$ cat src/rtl/cond_unit_pkg.sv
`default_nettype none
// ============================================================================
// Module      : cond_unit_pkg
// Description : Condition-code encodings and NZCV bit positions shared by the
//               conditional-execution stage and its checker.
// Revision    : 1.0 - initial release
// ============================================================================
package cond_unit_pkg;

   localparam logic [3:0] COND_EQ = 4'b0000;
   localparam logic [3:0] COND_NE = 4'b0001;
   localparam logic [3:0] COND_CS = 4'b0010;
   localparam logic [3:0] COND_CC = 4'b0011;
   localparam logic [3:0] COND_MI = 4'b0100;
   localparam logic [3:0] COND_PL = 4'b0101;
   localparam logic [3:0] COND_VS = 4'b0110;
   localparam logic [3:0] COND_VC = 4'b0111;
   localparam logic [3:0] COND_HI = 4'b1000;
   localparam logic [3:0] COND_LS = 4'b1001;
   localparam logic [3:0] COND_GE = 4'b1010;
   localparam logic [3:0] COND_LT = 4'b1011;
   localparam logic [3:0] COND_GT = 4'b1100;
   localparam logic [3:0] COND_LE = 4'b1101;
   localparam logic [3:0] COND_AL = 4'b1110;
   localparam logic [3:0] COND_NV = 4'b1111;

   localparam int FLAG_N = 3;
   localparam int FLAG_Z = 2;
   localparam int FLAG_C = 1;
   localparam int FLAG_V = 0;

endpackage
`default_nettype wire

$ cat src/rtl/cond_unit_if.sv
`default_nettype none
// ============================================================================
// Module      : cond_unit_if
// Description : Decoder/ALU-side control bundle into the conditional-execution
//               stage and the gated enables/flags coming back out.
// Revision    : 1.0 - initial release
// ============================================================================
interface cond_unit_if #(
   parameter int CNT_W = 32
);
   logic             InstrValid;
   logic [3:0]       Cond;
   logic [3:0]       ALUFlags;
   logic [1:0]       FlagW;
   logic             PCS;
   logic             RegW;
   logic             MemW;
   logic             PCSrc;
   logic             RegWrite;
   logic             MemWrite;
   logic [3:0]       Flags;
   logic             CondEx;
   logic [CNT_W-1:0] ExecCount;
   logic [CNT_W-1:0] SkipCount;

   modport master (
      output InstrValid, Cond, ALUFlags, FlagW, PCS, RegW, MemW,
      input  PCSrc, RegWrite, MemWrite, Flags, CondEx, ExecCount, SkipCount
   );

   modport slave (
      input  InstrValid, Cond, ALUFlags, FlagW, PCS, RegW, MemW,
      output PCSrc, RegWrite, MemWrite, Flags, CondEx, ExecCount, SkipCount
   );
endinterface
`default_nettype wire

$ cat src/rtl/cond_unit_check.sv
`default_nettype none
// ============================================================================
// Module      : cond_check
// Description : Combinational ARM condition evaluation of a 4-bit condition
//               field against an NZCV flag vector.
// Revision    : 1.0 - initial release
// ============================================================================
module cond_check
   import cond_unit_pkg::*;
(
   input  wire logic [3:0] i_cond,
   input  wire logic [3:0] i_flags,
   output logic            o_pass
);
   logic w_n, w_z, w_c, w_v, w_ge;

   assign w_n  = i_flags[FLAG_N];
   assign w_z  = i_flags[FLAG_Z];
   assign w_c  = i_flags[FLAG_C];
   assign w_v  = i_flags[FLAG_V];
   assign w_ge = (w_n == w_v);

   always_comb begin
      o_pass = 1'b0;
      case (i_cond)
         COND_EQ: o_pass = w_z;
         COND_NE: o_pass = ~w_z;
         COND_CS: o_pass = w_c;
         COND_CC: o_pass = ~w_c;
         COND_MI: o_pass = w_n;
         COND_PL: o_pass = ~w_n;
         COND_VS: o_pass = w_v;
         COND_VC: o_pass = ~w_v;
         COND_HI: o_pass = w_c & ~w_z;
         COND_LS: o_pass = ~w_c | w_z;
         COND_GE: o_pass = w_ge;
         COND_LT: o_pass = ~w_ge;
         COND_GT: o_pass = ~w_z & w_ge;
         COND_LE: o_pass = w_z | ~w_ge;
         COND_AL: o_pass = 1'b1;
         default: o_pass = 1'b0; // reserved encoding never executes
      endcase
   end
endmodule
`default_nettype wire

$ cat src/rtl/cond_unit.sv
`default_nettype none
// ============================================================================
// Module      : cond_unit
// Description : Conditional-execution stage: NZCV register, condition gating
//               of PC/register/memory write enables. Optional saturating
//               exec/skip counters enabled by macro COND_STATS_EN.
// Revision    : 1.0 - initial release
// ============================================================================
module cond_unit
   import cond_unit_pkg::*;
#(
   parameter int CNT_W = 32
) (
   input  wire logic  clk,
   input  wire logic  reset,
   cond_unit_if.slave bus
);
   logic [3:0] r_flags;
   logic       w_pass;
   logic       w_condex;

   // Evaluation deliberately uses the registered flags: no same-cycle bypass.
   cond_check u_cond_check (
      .i_cond  (bus.Cond),
      .i_flags (r_flags),
      .o_pass  (w_pass)
   );

   assign w_condex     = bus.InstrValid & w_pass;
   assign bus.CondEx   = w_condex;
   assign bus.PCSrc    = bus.PCS  & w_condex;
   assign bus.RegWrite = bus.RegW & w_condex;
   assign bus.MemWrite = bus.MemW & w_condex;
   assign bus.Flags    = r_flags;

   always_ff @(posedge clk or negedge reset) begin
      if (!reset) begin
         r_flags <= 4'b0000;
      end else begin
         if (w_condex & bus.FlagW[1])
            r_flags[FLAG_N:FLAG_Z] <= bus.ALUFlags[FLAG_N:FLAG_Z];
         if (w_condex & bus.FlagW[0])
            r_flags[FLAG_C:FLAG_V] <= bus.ALUFlags[FLAG_C:FLAG_V];
      end
   end

`ifdef COND_STATS_EN
   localparam logic [CNT_W-1:0] c_cnt_one = 1;

   logic [CNT_W-1:0] r_exec_cnt;
   logic [CNT_W-1:0] r_skip_cnt;

   always_ff @(posedge clk or negedge reset) begin
      if (!reset) begin
         r_exec_cnt <= '0;
         r_skip_cnt <= '0;
      end else if (bus.InstrValid) begin
         if (w_condex) begin
            if (r_exec_cnt != '1)
               r_exec_cnt <= r_exec_cnt + c_cnt_one;
         end else begin
            if (r_skip_cnt != '1)
               r_skip_cnt <= r_skip_cnt + c_cnt_one;
         end
      end
   end

   assign bus.ExecCount = r_exec_cnt;
   assign bus.SkipCount = r_skip_cnt;
`else
   assign bus.ExecCount = {CNT_W{1'b0}};
   assign bus.SkipCount = {CNT_W{1'b0}};
`endif

endmodule
`default_nettype wire

$ cat src/flat_wrapper.sv
// flat-port wrapper written by rule: the top's interface ports become plain ports
module cond_unit_flat import cond_unit_pkg::*;
#(
   parameter int CNT_W = 32
)
  (clk, reset, bus_InstrValid, bus_Cond, bus_ALUFlags, bus_FlagW, bus_PCS, bus_RegW, bus_MemW, bus_PCSrc, bus_RegWrite, bus_MemWrite, bus_Flags, bus_CondEx, bus_ExecCount, bus_SkipCount);
  cond_unit_if #(.CNT_W(CNT_W)) bus_i ();
  input  wire logic clk;
  input  wire logic reset;
  input wire logic [$bits(bus_i.InstrValid)-1:0] bus_InstrValid;
  input wire logic [$bits(bus_i.Cond)-1:0] bus_Cond;
  input wire logic [$bits(bus_i.ALUFlags)-1:0] bus_ALUFlags;
  input wire logic [$bits(bus_i.FlagW)-1:0] bus_FlagW;
  input wire logic [$bits(bus_i.PCS)-1:0] bus_PCS;
  input wire logic [$bits(bus_i.RegW)-1:0] bus_RegW;
  input wire logic [$bits(bus_i.MemW)-1:0] bus_MemW;
  output wire logic [$bits(bus_i.PCSrc)-1:0] bus_PCSrc;
  output wire logic [$bits(bus_i.RegWrite)-1:0] bus_RegWrite;
  output wire logic [$bits(bus_i.MemWrite)-1:0] bus_MemWrite;
  output wire logic [$bits(bus_i.Flags)-1:0] bus_Flags;
  output wire logic [$bits(bus_i.CondEx)-1:0] bus_CondEx;
  output wire logic [$bits(bus_i.ExecCount)-1:0] bus_ExecCount;
  output wire logic [$bits(bus_i.SkipCount)-1:0] bus_SkipCount;
  assign bus_i.InstrValid = bus_InstrValid;
  assign bus_i.Cond = bus_Cond;
  assign bus_i.ALUFlags = bus_ALUFlags;
  assign bus_i.FlagW = bus_FlagW;
  assign bus_i.PCS = bus_PCS;
  assign bus_i.RegW = bus_RegW;
  assign bus_i.MemW = bus_MemW;
  assign bus_PCSrc = bus_i.PCSrc;
  assign bus_RegWrite = bus_i.RegWrite;
  assign bus_MemWrite = bus_i.MemWrite;
  assign bus_Flags = bus_i.Flags;
  assign bus_CondEx = bus_i.CondEx;
  assign bus_ExecCount = bus_i.ExecCount;
  assign bus_SkipCount = bus_i.SkipCount;
  cond_unit #(.CNT_W(CNT_W)) u_core (.clk(clk), .reset(reset), .bus(bus_i));
endmodule
$ cat config.mk
export PLATFORM = sky130hd
export DESIGN_NAME = cond_unit_flat
export DESIGN_NICKNAME = d
export VERILOG_FILES = /design/src/rtl/cond_unit_pkg.sv /design/src/rtl/cond_unit_if.sv /design/src/rtl/cond_unit_check.sv /design/src/rtl/cond_unit.sv /design/src/flat_wrapper.sv
export SDC_FILE = /design/constraint.sdc
export NUM_CORES = 1
export LEC_CHECK = 0
export CORE_ASPECT_RATIO = 1.75
export CORE_MARGIN = 1
export CORE_UTILIZATION = 31
export CTS_CLUSTER_DIAMETER = 50
export DETAILED_ROUTE_END_ITERATION = 12
export GPL_TIMING_DRIVEN = 0
export HOLD_SLACK_MARGIN = 0.1
export PLACE_DENSITY = 0.92
export SETUP_SLACK_MARGIN = 0.15
export SLEW_MARGIN = 20
export SYNTH_ARGS = -nofsm -noshare
export SYNTH_HDL_FRONTEND = slang
export SYNTH_SLANG_ARGS = --single-unit
$ cat constraint.sdc
create_clock -name clk -period 3.75 [get_ports clk]
set_input_delay 0.375 -clock clk [delete_from_list [all_inputs] [get_ports clk]]
set_output_delay 0.375 -clock clk [all_outputs]
set_load 0.01 [all_outputs]
==> flow_metrics.env, run 1 <==
export IMPL_status="finished with violations"
export IMPL_failed_checks="design-rule violations"
export IMPL_final_cell_count_no_fill=232
export IMPL_path_clk_slew_ns=0.03
export IMPL_die_h_um=75.5
export IMPL_path_cells="clkdlybuf4s50_1 > buf_2 > mux2_2 > a2bb2oi_1 > o2111ai_2 > o211a_1 > and2_1 > clkdlybuf4s50_1"
export IMPL_cts_buffer_depth=2
export IMPL_coreArea_mm2=0.00293
export IMPL_row_count=26
export IMPL_synthDistinctLibCells=35
export IMPL_holdWs_ns=0.360
export IMPL_p_sw_mw=0.176
export IMPL_critical_path_max_stage_delay_ns=0.48
export IMPL_finalHoldViolations=0
export IMPL_hpwl_um=1570
export IMPL_p_leak_nw=0.864
export IMPL_intPower_mw=0.297
export IMPL_finalCritPeriodShare=0.833
export IMPL_switching_share=0.372
export IMPL_grt_pass1_wl_um=2720
export IMPL_yosysTopAreaCell="buf_4"
export IMPL_worst_path_buf_inv=3
export IMPL_clock_power_share=0.191
export IMPL_drive_above_1_share=0.377
export IMPL_nets=222
export IMPL_crit_type="in2out"
export IMPL_port_buffers=22
export IMPL_power_density_mw_per_mm2=318
export IMPL_ios=88
export IMPL_num_vias=836
export IMPL_cts_sinks=4
export IMPL_p_seq_frac=0.224
export IMPL_die_w_um=44.0
export IMPL_ys_ff_latch=4
export IMPL_cts_tree="yes"
export IMPL_setup_tns_ns=0
export IMPL_ant_nets=0
export IMPL_cp_data_arrival_time_ns=2.75
export IMPL_synth_top_cell_area_share=0.503
export IMPL_crit_top_cell="clkdlybuf4s50_1"
export IMPL_drc=7
export IMPL_largest_reg_flops=4
export IMPL_routed_top_layer="met4"
export IMPL_synth_common_cells="buf_4 (64), dfrtp_1 (4), mux2_1 (4)"
export IMPL_ys_warnings_count=0
export IMPL_antenna_found_initial=0
export IMPL_insertion_delay_ns=0.22
export IMPL_crit_family="buffers and inverters"
export IMPL_vdd_ir_drop_max_mv=0.253
export IMPL_start_util=0.326
export IMPL_wl_per_cell_um=7.72
export IMPL_reg2reg_slack_ns=1.79
export IMPL_h_tree_depth=1
export IMPL_cts_buffers_inserted=3
export IMPL_routed_wirelength_um=1790
export IMPL_crit_required_ns=3.38
export IMPL_report_final_slew_viol_count=0
export IMPL_cp_start_kind="primary input"
export IMPL_utilization=0.509
export IMPL_power_frac_comb=0.585
export IMPL_power_mw=0.473
export IMPL_path_max_fanout=10
export IMPL_synth_area_um2=956
export IMPL_cp_slowest_cell="clkdlybuf4s50_1"
export IMPL_n_antenna_cell=0
export IMPL_nFillCells=294
export IMPL_setup_viol=0
export IMPL_place_congestion=0.797
export IMPL_syn_area_per_cell_um2=8.24
export IMPL_period_needed_ns=3.12
export IMPL_grt_overflow=0
export IMPL_grt_use_total=0.108
export IMPL_critPathCaptureType="primary output"
export IMPL_cts_setup_buffers=0
export IMPL_grt_pass1_vias=684
export IMPL_first_iter_violations=13
export IMPL_maxCapViolCount=0
export IMPL_area_growth_pct=55.8
export IMPL_postCtsHoldBufs=0
export IMPL_ys_async_sr_fraction=1.00
export IMPL_synth_main_ff_cell="dfrtp_1"
export IMPL_yosys_top_cells_area="buf_4 (50%), dfrtp_1 (10%), mux2_1 (4.7%)"
export IMPL_grt_max_degree=11
export IMPL_synth_cells=116
export IMPL_hold_path_class="in2async"
export IMPL_fin_skew_ns=0.00136
export IMPL_die_area_mm2=0.00332
export IMPL_grt_setup_unrepaired="false"
export IMPL_viasPerCell=3.60
export IMPL_clockRootBuffer="clkbuf_8"
export IMPL_fmax_ghz=0.320
export IMPL_synth_edf_count=0
export IMPL_place_inst=229
export IMPL_cts_resized=0
export IMPL_wl_met2_um=949
export IMPL_synth_most_common_cell="buf_4"
export IMPL_wl_met3_um=294
export IMPL_wl_met1_um=536
export IMPL_drt_first_pass_iters=10
export IMPL_yosysSeqAreaShare=0.105
## cell usage in the layout, fill, tap and decap left out, types with 2 or more instances in the layout
cell,n
o21ai_2,2
and2_1,3
buf_4,64
clkbuf_8,3
nor2_1,3
inv_1,2
nand4b_1,2
mux2_1,4
dfrtp_1,4
clkdlybuf4s50_1,22
buf_2,3
conb_1,64
o21ai_0,2
and3_1,3
## cell families after synthesis
group | count (synthesis) | share of synthesized area
AOI/OAI and AO/OA | 11 | 0.115
xor gates and xnor gates | 2 | 0.0183
buffers and inverters | 70 | 0.531
DFF | 4 | 0.105
muxes | 6 | 0.0694
other | 1 | 0.00392
and+or+nand+nor | 22 | 0.157
## power by group through the flow
stage	logic, mW	registers [mW]	clock network, mW
finish	0.277	0.106	0.0903
floorplan	0.180	0.106	0
CTS	0.276	0.106	0.0912
global placement	0.272	0.106	0
global route	0.299	0.111	0.0960
detailed placement	0.274	0.106	0
## cell type report
cell class / instances / area [µm²] / share of cell area
Inverter: 2 / 7.51 / 0.00504
Timing Repair Buffer: 22 / 220 / 0.148
Sequential cell: 4 / 100 / 0.0672
Multi-Input combinational cell: 105 / 584 / 0.392
Tap cell: 28 / 35.0 / 0.0235
Clock buffer: 3 / 41.3 / 0.0277
Buffer: 68 / 500 / 0.336
## worst register-to-register path, stage by stage, from the launching register on
cell       delay [ns]
dfrtp_1          0.43
and4bb_2         0.25
o31ai_1          0.35
o2111ai_2        0.24
o21ai_2          0.23
mux2_1           0.34
## layer usage
layer,track usage,vias to the layer above
li1,-,437
met1,0.0935,320
met2,0.224,77
met3,0.0308,2
met4,0.0404,0
met5,0,-
## metrics by stage
step	cell area, µm²	worst slack, ns
finish	1490	0.626
global route	1490	0.480
CTS	1490	0.605
detailed placement	1450	0.616
global placement	1450	0.672
floorplan	1190	1.61
## final timing paths
| path | from | end | cells past startpoint |
|---|---|---|---|
| min | reset | u_core.bus.Flags[0] | 1 |
| min reg2reg | u_core.bus.Flags[1] | u_core.bus.Flags[1] | 1 |
| min in group clk | u_core.bus.Flags[1] | u_core.bus.Flags[1] | 1 |
| max in group asynchronous | reset | u_core.bus.Flags[3] | 1 |
| max reg2reg | u_core.bus.Flags[0] | u_core.bus.Flags[2] | 5 |
| max | bus_Cond[2] | bus_RegWrite | 8 |
No activity file was read; power rests on OpenSTA's default activity.
==> inputs of run 2 (changes only) <==
- clock period: 3.75 -> 3.3 ns (I/O delays scaled with it)
==> flow_metrics.env, run 2 (same netlist as run 1, synthesis figures left out) <==
export IMPL_n_antenna_cell=0
export IMPL_cts_tree="yes"
export IMPL_viasPerCell=3.62
export IMPL_grt_pass1_vias=684
export IMPL_place_congestion=0.797
export IMPL_drive_above_1_share=0.382
export IMPL_power_density_mw_per_mm2=361
export IMPL_regToRegStartpoint="u_core.bus.Flags[0]"
export IMPL_maxCapViolCount=0
export IMPL_clockRootBuffer="clkbuf_8"
export IMPL_nets=222
export IMPL_crit_start="bus_Cond[2]"
export IMPL_insertion_delay_ns=0.22
export IMPL_crit_family="buffers and inverters"
export IMPL_cp_start_kind="primary input"
export IMPL_cts_setup_buffers=0
export IMPL_failed_checks="design-rule violations"
export IMPL_final_cell_count_no_fill=232
export IMPL_vdd_ir_drop_max_mv=0.288
export IMPL_antenna_found_initial=0
export IMPL_ant_nets=0
export IMPL_die_w_um=44.0
export IMPL_fin_skew_ns=0.00143
export IMPL_cts_buffers_inserted=3
export IMPL_grt_setup_unrepaired="false"
export IMPL_hold_path_class="in2async"
export IMPL_routed_wirelength_um=1800
export IMPL_largest_reg_flops=4
export IMPL_report_final_slew_viol_count=0
export IMPL_critPathCaptureType="primary output"
export IMPL_grt_use_total=0.108
export IMPL_hpwl_um=1570
export IMPL_drt_first_pass_iters=10
export IMPL_place_inst=229
export IMPL_grt_pass1_wl_um=2720
export IMPL_critical_path_max_stage_delay_ns=0.47
export IMPL_nFillCells=292
export IMPL_setup_tns_ns=0
export IMPL_worst_path_stages=8
export IMPL_crit_top_cell="clkdlybuf4s50_1"
export IMPL_setup_viol=0
export IMPL_status="finished with violations"
export IMPL_cts_sinks=4
export IMPL_h_tree_depth=1
export IMPL_die_area_mm2=0.00332
export IMPL_cp_data_arrival_time_ns=2.71
export IMPL_period_needed_ns=3.04
export IMPL_crit_required_ns=2.97
export IMPL_path_clk_slew_ns=0.03
export IMPL_cts_buffer_depth=2
export IMPL_area_growth_pct=56.3
export IMPL_grt_max_degree=11
export IMPL_wl_per_cell_um=7.75
export IMPL_path_max_fanout=10
export IMPL_fmax_ghz=0.329
export IMPL_ff2ff_path_depth=5
export IMPL_utilization=0.510
export IMPL_ios=88
export IMPL_start_util=0.326
export IMPL_num_vias=840
export IMPL_postCtsHoldBufs=0
export IMPL_power_mw=0.539
export IMPL_path_cells="clkdlybuf4s50_1 > buf_2 > mux2_2 > a2bb2oi_1 > o2111ai_2 > o211a_1 > and2_1 > clkdlybuf4s50_1"
export IMPL_finalCritPeriodShare=0.922
export IMPL_p_leak_nw=0.862
export IMPL_die_h_um=75.5
export IMPL_drc=7
export IMPL_crit_type="in2out"
export IMPL_grt_overflow=0
export IMPL_coreArea_mm2=0.00293
export IMPL_port_buffers=22
export IMPL_cp_slowest_cell="clkdlybuf4s50_1"
export IMPL_finalHoldViolations=0
export IMPL_row_count=26
export IMPL_worst_path_buf_inv=3
export IMPL_first_iter_violations=21
export IMPL_layout_common_cells="buf_4 (64), conb_1 (64), clkdlybuf4s50_1 (22)"
## run 2: cell types whose count changed in the layout (fill, tap and decap cells not counted)
cell / change
o31ai_1: -1
o31ai_2: +1
## run 2: final cells by class
cell class,count,area (µm²),area share
buffer,68,500,0.335
clock buffer,3,41.3,0.0276
inverter,2,7.51,0.00503
multi-input combinational,105,589,0.394
sequential,4,100,0.0670
tap,28,35.0,0.0235
timing repair buffer,22,220,0.147
## run 2: metal layers
layer  vias to the layer above  wire length [µm]  global-route usage
met5                         -                 0                   0
met4                         0                12              0.0404
met3                         2               297              0.0308
met2                        77               950               0.224
met1                       324               537              0.0935
li1                        437                 -                   -
## run 2: worst paths after layout
| check | end | slack [ns] |
|---|---|---|
| setup / recovery | bus_RegWrite | 0.26 |
| hold / removal | u_core.bus.Flags[0] | 0.31 |
| setup reg to reg | u_core.bus.Flags[2] | 1.36 |
| hold reg to reg | u_core.bus.Flags[1] | 0.61 |
| max in group asynchronous | u_core.bus.Flags[3] | 2.82 |
| min in group clk | u_core.bus.Flags[1] | 0.61 |
## run 2: repair_timing
action                                  4_1_cts  5_1_grt
gates resized for setup                       0        1
endpoints found under the setup margin        0        3
hold endpoints to repair                      0        0
## run 2: through the flow
step | area (µm²) | hold slack [ns] | setup slack [ns]
finish | 1490 | 0.314 | 0.259
global route | 1490 | 0.328 | 0.175
CTS | 1490 | 0.322 | 0.245
detailed placement | 1450 | 0.544 | 0.256
global placement | 1450 | 0.539 | 0.312
floorplan | 1190 | 0.0344 | 1.21
## run 2: power breakdown
group          switching, mW  internal, mW  leakage (nW)
clock                 0.0255        0.0778        0.0216
combinational          0.130         0.186         0.793
sequential            0.0459        0.0743        0.0475
total                  0.201         0.338         0.862
## run 2: worst register-to-register path, stage by stage, from the launching register on
cell,delay [ns]
dfrtp_1,0.43
or4b_1,0.55
a311o_1,0.29
o2111ai_2,0.11
o21ai_2,0.11
mux2_1,0.32
==> inputs of run 3 (changes only) <==
- CAP_MARGIN: unset -> 20
- CORE_ASPECT_RATIO: 1.75 -> 0.75
==> flow_metrics.env, run 3 (same netlist as run 1, synthesis figures left out) <==
export IMPL_report_final_slew_viol_count=0
export IMPL_place_worst_setup_slack_ns=0.283
export IMPL_cts_buffers_inserted=3
export IMPL_insertion_delay_ns=0.21
export IMPL_crit_family="buffers and inverters"
export IMPL_layout_setup_ws_ns=0.284
export IMPL_n_antenna_cell=0
export IMPL_p_seq_frac=0.226
export IMPL_path_max_fanout=10
export IMPL_crit_top_cell="clkdlybuf4s50_1"
export IMPL_period_needed_ns=3.02
export IMPL_clockRootBuffer="clkbuf_8"
export IMPL_clock_power_share=0.189
export IMPL_fin_skew_ns=0.00112
export IMPL_finalHoldViolations=0
export IMPL_die_h_um=50.1
export IMPL_cts_buffer_depth=2
export IMPL_die_w_um=66.1
export IMPL_crit_type="in2out"
export IMPL_nFillCells=298
export IMPL_die_area_mm2=0.00331
export IMPL_area_growth_pct=57.1
export IMPL_cp_data_arrival_time_ns=2.69
export IMPL_ant_nets=0
export IMPL_routed_wirelength_um=1730
export IMPL_finalCritPeriodShare=0.914
export IMPL_cp_start_kind="primary input"
export IMPL_setup_tns_ns=0
export IMPL_path_clk_slew_ns=0.03
export IMPL_grt_pass1_vias=586
export IMPL_nets=222
export IMPL_status="complete, no violations"
export IMPL_maxCapViolCount=0
export IMPL_first_iter_violations=3
export IMPL_hold_path_class="in2async"
export IMPL_p_sw_mw=0.199
export IMPL_path_cells="clkdlybuf4s50_1 > buf_2 > mux2_2 > a2bb2oi_1 > o2111ai_2 > o211a_1 > and2_1 > clkdlybuf4s50_1"
export IMPL_wl_per_cell_um=7.15
export IMPL_largest_reg_flops=4
export IMPL_grt_use_total=0.102
export IMPL_num_vias=811
export IMPL_crit_required_ns=2.97
export IMPL_worst_path_stages=8
export IMPL_ff2ff_path_depth=5
export IMPL_intPower_mw=0.337
export IMPL_setup_viol=0
export IMPL_postCtsHoldBufs=0
export IMPL_grt_pass1_wl_um=2560
export IMPL_drive_above_1_share=0.377
export IMPL_place_congestion=0.746
export IMPL_cts_resized=0
export IMPL_antenna_found_initial=0
export IMPL_utilization=0.512
export IMPL_vdd_ir_drop_max_mv=0.331
export IMPL_drt_first_pass_iters=4
export IMPL_critPathCaptureType="primary output"
export IMPL_row_count=17
export IMPL_ios=88
export IMPL_p_leak_nw=0.864
export IMPL_holdWs_ns=0.313
export IMPL_coreArea_mm2=0.00294
export IMPL_start_util=0.326
export IMPL_power_mw=0.536
export IMPL_switching_share=0.371
export IMPL_drc=0
export IMPL_grt_overflow=0
export IMPL_grt_max_degree=11
export IMPL_port_buffers=22
export IMPL_layout_common_cells="buf_4 (64), conb_1 (64), clkdlybuf4s50_1 (22)"
export IMPL_h_tree_depth=1
export IMPL_worst_path_buf_inv=3
export IMPL_power_frac_comb=0.585
export IMPL_viasPerCell=3.35
export IMPL_hpwl_um=1540
export IMPL_critical_path_max_stage_delay_ns=0.49
export IMPL_cts_setup_buffers=0
export IMPL_fmax_ghz=0.332
export IMPL_grt_setup_unrepaired="false"
export IMPL_cts_sinks=4
export IMPL_cp_slowest_cell="clkdlybuf4s50_1"
export IMPL_power_density_mw_per_mm2=357
export IMPL_cts_tree="yes"
==> run 3: worst reg2reg max path: stages (launching register included) <==
cell       delay [ns]
dfrtp_1          0.43
or4b_1           0.54
a311o_1          0.30
o2111ai_2        0.12
o21ai_2          0.10
mux2_1           0.31
==> run 3: metrics by stage <==
step / instance area, µm² / cells
finish: 1500 / 242
global route: 1500 / 242
CTS: 1500 / 242
detailed placement: 1460 / 239
global placement: 1460 / 239
floorplan: 1190 / 179
==> run 3: path summary, 6_finish.rpt <==
check / startpoint / end / slack (ns)
setup / recovery: bus_Cond[2] / bus_PCSrc / 0.28
hold / removal: reset / u_core.bus.Flags[0] / 0.31
max in group asynchronous: reset / u_core.bus.Flags[2] / 2.83
min in group clk: u_core.bus.Flags[1] / u_core.bus.Flags[1] / 0.60
setup reg to reg: u_core.bus.Flags[0] / u_core.bus.Flags[2] / 1.37
hold reg to reg: u_core.bus.Flags[1] / u_core.bus.Flags[1] / 0.60
==> run 3: layout make-up <==
type / count / area (µm²) / share of cell area
Sequential cell: 4 / 100 / 0.0667
Multi-Input combinational cell: 105 / 584 / 0.389
Tap cell: 38 / 47.5 / 0.0317
Buffer: 68 / 500 / 0.333
Clock buffer: 3 / 41.3 / 0.0275
Inverter: 2 / 7.51 / 0.00500
Timing Repair Buffer: 22 / 220 / 0.147
==> run 3: power by group through the flow <==
stage	sequential, mW	combinational [mW]	clock (mW)
finish	0.121	0.314	0.101
global route	0.127	0.341	0.110
CTS	0.120	0.313	0.104
detailed placement	0.120	0.311	0
global placement	0.119	0.309	0
floorplan	0.121	0.205	0
==> run 3: metal layers <==
layer / global-route usage / vias up / part of all wire / wire [µm]
met1: 0.120 / 333 / 0.37 / 642
li1: - / 440 / - / -
met2: 0.173 / 34 / 0.54 / 942
met5: 0 / - / 0 / 0
met4: 0.0638 / 0 / 0.017 / 29
met3: 0.0139 / 4 / 0.067 / 116
